$ cat src/rtl/ahb_apb_pkg.sv
// Shared encodings for the AHB-Lite to APB3 bridge: transfer types, responses and FSM states.
package ahb_apb_pkg;

  localparam logic [1:0] HTRANS_IDLE   = 2'b00;
  localparam logic [1:0] HTRANS_BUSY   = 2'b01;
  localparam logic [1:0] HTRANS_NONSEQ = 2'b10;
  localparam logic [1:0] HTRANS_SEQ    = 2'b11;

  localparam logic [1:0] HRESP_OKAY  = 2'b00;
  localparam logic [1:0] HRESP_ERROR = 2'b01;

  typedef enum logic [2:0] {
    ST_IDLE   = 3'd0,
    ST_WDATA  = 3'd1,
    ST_SETUP  = 3'd2,
    ST_ACCESS = 3'd3,
    ST_DONE   = 3'd4,
    ST_ERR1   = 3'd5,
    ST_ERR2   = 3'd6
  } state_t;

endpackage

$ cat src/rtl/ahb_apb_bridge.sv
// AHB-Lite slave turning each accepted single transfer into one APB3 SETUP/ACCESS pair.
// Every bus-facing output is a register loaded from the next-state decode.
module ahb_apb_bridge
  import ahb_apb_pkg::*;
#(
  parameter int ADDR_WIDTH = 32,
  parameter int DATA_WIDTH = 32
) (
  input  logic                  HCLK,
  input  logic                  HRESETn,
  input  logic                  HSEL,
  input  logic [ADDR_WIDTH-1:0] HADDR,
  input  logic [1:0]            HTRANS,
  input  logic                  HWRITE,
  input  logic                  HREADY_IN,
  input  logic [DATA_WIDTH-1:0] HWDATA,
  output logic [DATA_WIDTH-1:0] HRDATA,
  output logic [1:0]            HRESP,
  output logic                  HREADY_OUT,
  output logic [ADDR_WIDTH-1:0] PADDR,
  output logic                  PSEL,
  output logic                  PENABLE,
  output logic                  PWRITE,
  output logic [DATA_WIDTH-1:0] PWDATA,
  input  logic [DATA_WIDTH-1:0] PRDATA,
  input  logic                  PREADY,
  input  logic                  PSLVERR
);

  state_t                state_q, state_d;
  logic [ADDR_WIDTH-1:0] paddr_q, paddr_d;
  logic                  pwrite_q, pwrite_d;
  logic [DATA_WIDTH-1:0] pwdata_q, pwdata_d;
  logic [DATA_WIDTH-1:0] hrdata_q, hrdata_d;
  logic [1:0]            hresp_q, hresp_d;
  logic                  hready_q, hready_d;
  logic                  psel_q, psel_d;
  logic                  penable_q, penable_d;
  logic                  accept_s;

  assign accept_s = HSEL & HREADY_IN &
                    ((HTRANS == HTRANS_NONSEQ) | (HTRANS == HTRANS_SEQ));

  // Next-state decode; outputs are derived from the state being entered so they register cleanly.
  always_comb begin
    state_d  = state_q;
    paddr_d  = paddr_q;
    pwrite_d = pwrite_q;
    pwdata_d = pwdata_q;
    hrdata_d = hrdata_q;
    case (state_q)
      // DONE and ERR2 are address-phase cycles too, which gives back-to-back transfers.
      ST_IDLE, ST_DONE, ST_ERR2: begin
        if (accept_s) begin
          paddr_d  = HADDR;
          pwrite_d = HWRITE;
          state_d  = HWRITE ? ST_WDATA : ST_SETUP;
        end else begin
          state_d = ST_IDLE;
        end
      end
      ST_WDATA: begin
        pwdata_d = HWDATA;
        state_d  = ST_SETUP;
      end
      ST_SETUP: begin
        state_d = ST_ACCESS;
      end
      ST_ACCESS: begin
        if (PREADY) begin
          if (PSLVERR) begin
            state_d = ST_ERR1;
          end else begin
            state_d = ST_DONE;
            if (!pwrite_q) begin
              hrdata_d = PRDATA;
            end else begin
              hrdata_d = hrdata_q;
            end
          end
        end else begin
          state_d = ST_ACCESS;
        end
      end
      ST_ERR1: begin
        state_d = ST_ERR2;
      end
      default: begin
        state_d = ST_IDLE;
      end
    endcase

    psel_d    = (state_d == ST_SETUP) || (state_d == ST_ACCESS);
    penable_d = (state_d == ST_ACCESS);
    hready_d  = (state_d == ST_IDLE) || (state_d == ST_DONE) || (state_d == ST_ERR2);
    hresp_d   = ((state_d == ST_ERR1) || (state_d == ST_ERR2)) ? HRESP_ERROR : HRESP_OKAY;
  end

  // State and output registers with synchronous active-low reset.
  always_ff @(posedge HCLK) begin
    if (!HRESETn) begin
      state_q   <= ST_IDLE;
      paddr_q   <= '0;
      pwrite_q  <= 1'b0;
      pwdata_q  <= '0;
      hrdata_q  <= '0;
      hresp_q   <= HRESP_OKAY;
      hready_q  <= 1'b1;
      psel_q    <= 1'b0;
      penable_q <= 1'b0;
    end else begin
      state_q   <= state_d;
      paddr_q   <= paddr_d;
      pwrite_q  <= pwrite_d;
      pwdata_q  <= pwdata_d;
      hrdata_q  <= hrdata_d;
      hresp_q   <= hresp_d;
      hready_q  <= hready_d;
      psel_q    <= psel_d;
      penable_q <= penable_d;
    end
  end

  assign HRDATA     = hrdata_q;
  assign HRESP      = hresp_q;
  assign HREADY_OUT = hready_q;
  assign PADDR      = paddr_q;
  assign PSEL       = psel_q;
  assign PENABLE    = penable_q;
  assign PWRITE     = pwrite_q;
  assign PWDATA     = pwdata_q;

endmodule

$ cat config.mk
export PLATFORM = sky130hd
export DESIGN_NAME = ahb_apb_bridge
export DESIGN_NICKNAME = d
export VERILOG_FILES = /design/src/rtl/ahb_apb_pkg.sv /design/src/rtl/ahb_apb_bridge.sv
export SDC_FILE = /design/constraint.sdc
export NUM_CORES = 1
export LEC_CHECK = 0
export CAP_MARGIN = 20
export CORE_UTILIZATION = 35
export CTS_CLUSTER_DIAMETER = 80
export DETAILED_ROUTE_END_ITERATION = 10
export PLACE_DENSITY = 0.76
export SLEW_MARGIN = 20
export SYNTH_ARGS = -nofsm -noshare
export SYNTH_HDL_FRONTEND = slang
export SYNTH_SLANG_ARGS = --single-unit
$ cat constraint.sdc
create_clock -name HCLK -period 1.4 [get_ports HCLK]
set_input_delay 0.28 -clock HCLK [delete_from_list [all_inputs] [get_ports HCLK]]
set_output_delay 0.28 -clock HCLK [all_outputs]
set_load 0.005 [all_outputs]
==> results of run 1 <==
what timing repair did:
item,4_1_cts,5_1_grt
pin swaps,18,13
hold endpoints to repair,0,0
resized for setup,164,30
gates cloned,4,3
setup buffers,8,6
setup endpoints to repair,168,83
final cells by class:
| class | instances | area, sq um | share of cell area |
|---|---|---|---|
| Sequential cell | 104 | 2150 | 0.325 |
| Clock inverter | 4 | 53.8 | 0.00814 |
| Multi-Input combinational cell | 319 | 1730 | 0.262 |
| Timing Repair Buffer | 236 | 2350 | 0.355 |
| Inverter | 1 | 3.75 | 0.000568 |
| Clock buffer | 12 | 145 | 0.0220 |
| Tap cell | 140 | 175 | 0.0265 |
flip-flops by register name, summed over array words and instances (netlist names):
register    flops
HRESP           1
HREADY_OUT      1
PADDR          32
PENABLE         1
state_q         3
PWDATA         32
PWRITE          1
PSEL            1
HRDATA         32
power by group through the flow:
stage                     Clock (uW)  Sequential [uW]  Combinational [uW]
after floorplan                    0             3160                 232
after global placement             0             3150                 784
after detailed placement           0             3150                 798
after CTS                       1940             3090                 776
after global routing            2050             3100                 889
final                           1870             3090                 821
final timing paths:
| kind | endpoint | slack [ns] | from | depth (start not counted) |
|---|---|---|---|---|
| setup / recovery | HRDATA[1] | -0.01 | state_q[0] | 5 |
| hold / removal | PADDR[15] | 0.32 | HRESETn | 2 |
| setup reg to reg | HRDATA[1] | -0.01 | state_q[0] | 5 |
| hold reg to reg | PADDR[5] | 0.45 | PADDR[5] | 2 |
cell usage in the layout (no fill, tap or decap), types with 2 or more instances in the layout:
| master | instances |
|---|---|
| nand2_1 | 186 |
| dlygate4sd2_1 | 101 |
| clkdlybuf4s50_1 | 100 |
| dfxtp_1 | 52 |
| dfxtp_2 | 51 |
| a21boi_1 | 50 |
| a21boi_0 | 46 |
| buf_4 | 12 |
| clkbuf_8 | 10 |
| nand2_2 | 9 |
| buf_12 | 9 |
| buf_6 | 8 |
| or4_4 | 3 |
| a21boi_2 | 3 |
| nor2b_1 | 3 |
| clkbuf_16 | 3 |
| nand2b_4 | 2 |
| nand2_4 | 2 |
| and3_1 | 2 |
| clkbuf_1 | 2 |
| clkinvlp_4 | 2 |
stage by stage:
stage          cells  utilization  setup TNS (ns)  hold WS, ns  area (sq um)
2_1_floorplan    455            -          -0.319        0.415          3890
3_3_place_gp     781        0.567          -19.49        0.437          6140
3_5_place_dp     781        0.567          -23.23        0.443          6140
4_1_cts          809        0.596          -0.412        0.305          6460
5_1_grt          816        0.610          -0.873        0.307          6610
6_report         816        0.610         -0.0621        0.318          6610
routing by layer:
layer,global-route usage,wire (um),vias up
li1,-,-,1894
met1,0.227,4850,1725
met2,0.333,5500,148
met3,0.0660,1000,17
met4,0.0616,179,0
met5,0,0,-
worst register-to-register path, delay by kind of cell, from the launching register on:
kind | cells | cell delay (ns)
flops | 1 | 0.37
compound gates | 1 | 0.06
simple gates | 3 | 0.77
buf+inv | 1 | 0.12
kinds of logic (layout without fill, tap and decap cells):
kind of cell           count (synthesis)  count (layout)
DFF                                  104             104
and+or+nand+nor                      213             215
buffers and inverters                 34             253
AOI/OAI and AO/OA                    103             103
other                                  1               1
==> summary.txt, run 1 <==
status: complete, but fails checks
failing checks: negative setup slack
fin crit share: 1.01
top post-synthesis cells by area: dfxtp_1 (54%), nand2_1 (19%), a21boi_0 (9.9%)
Sink Count: 104
final setup margin: -0.0140 ns
number of flops mapped to enable cells by yosys: 0
GR Overflow Total: 0
CP Class: reg -> reg
WP data arrival: 1.66 ns
Switching Share: 0.229
Post-CTS Hold Buffers: 0
CTS root buf: clkbuf_8
CP Launch Type: flop
clock-pin transition on the worst setup and hold timing paths: 0.09 ns
P_int: 4450 uW
RSZ-0062 raised after global routing: yes
kind of cell adding the most delay to the critical path: simple AND/OR/NAND/NOR gates
max incr delay on CP: 0.59 ns
Async SR Flop Fraction: 0
LEAKAGE: 0.00284 uW
Crit Path Max Fanout: 8
Core Area: 0.0108 sq mm
ys flop type: dfxtp_1
Tmin final: 1.41 ns
Required @ worst endpoint: 1.64 ns
Nets: 776
syn nets: 560
total power: 5770 uW
DIE AREA: 0.0115 sq mm
n_diodes: 0
dominant cell type by area after synthesis: dfxtp_1
Combinational Power Share: 0.142
input/output buffers: 204
Die X: 107 um
Num CTS Buffers: 9
largest net degree at the start of global routing: 49
initial antenna violation count: 0
chip height: 107 um
P_sw: 1320 uW
DRC: 0
final slew viol count: 0
worst vdd ir: 0.669 mV
synthesized area: 0.00388 sq mm
post-synth top area share: 0.537
synthesized instance count: 455
Avg Cell Area, Syn: 8.52 sq um
Clock Power Share: 0.323
router iterations before antenna repair: 4
Simple-Gate Fraction of Synth Area: 0.220
DRT iter0 DRCs: 175
main combinational cell family by area after synthesis: simple AND/OR/NAND/NOR gates
I/O pin count: 207
YS warnings: 0
Worst-Skew Late Latency: 0.35 ns
CTS Buffer Depth: 2
wire per inst: 14.1 um
gp weighted congestion: 0.773
Compound-Gate Fraction of Synth Area: 0.199
top-count cell post-synth: nand2_1
power per cell area: 873 mW/mm^2
synth cell count leaders: nand2_1 (197), dfxtp_1 (104), a21boi_0 (51)
Max Cap Viol: 0
Crit path buffers/inverters: 1
Starting Density: 0.358
CP cell instances: nand2_4, buf_6, or4_4, nand2_1, a21boi_1
DR vias/cell: 4.64
first-pass GRT wire length: 17,700 um
Yosys cell types: 25
share of cells above drive strength 1: 0.180
Fillers: 969
final setup vio count: 7
Detailed Route WL: 11,500 um
num rows: 38
CP max stage cell: or4_4
gr usage total: 0.194
Max Clk Rate: 707 MHz
Fin. Hold Viols: 0
Worst Hold Class: in -> reg
mux contribution to synthesized area: 0
Clock Skews: 0.0101 ns
TritonCTS clock tree: yes
Area growth, synth to finish: 70.4%
Adder-Cell Fraction of Synth Area: 0
Flop pwr share: 0.534
Setup crit end kind: flop
H-Tree Depth: 3
FF+latch count, synth: 104
xor-xnor portion of the synthesized cell area: 0
post-synthesis sequential area ratio: 0.537
dpl ws: -0.386 ns
antenna-violating nets left: 0
vias in the first global route: 3,728
DP HPWL: 7460 um
Via Count: 3,784
(Power assumes the default switching activity.)
==> run 2: changes to the inputs <==
--- a/config.mk
+++ b/config.mk
@@ -5,7 +5,6 @@
 export SDC_FILE = /design/constraint.sdc
 export NUM_CORES = 1
 export LEC_CHECK = 0
-export CAP_MARGIN = 20
 export CORE_UTILIZATION = 35
 export CTS_CLUSTER_DIAMETER = 80
 export DETAILED_ROUTE_END_ITERATION = 10
==> results of run 2 <==
Final layout, timing and power as in run 1 (identical DEF).
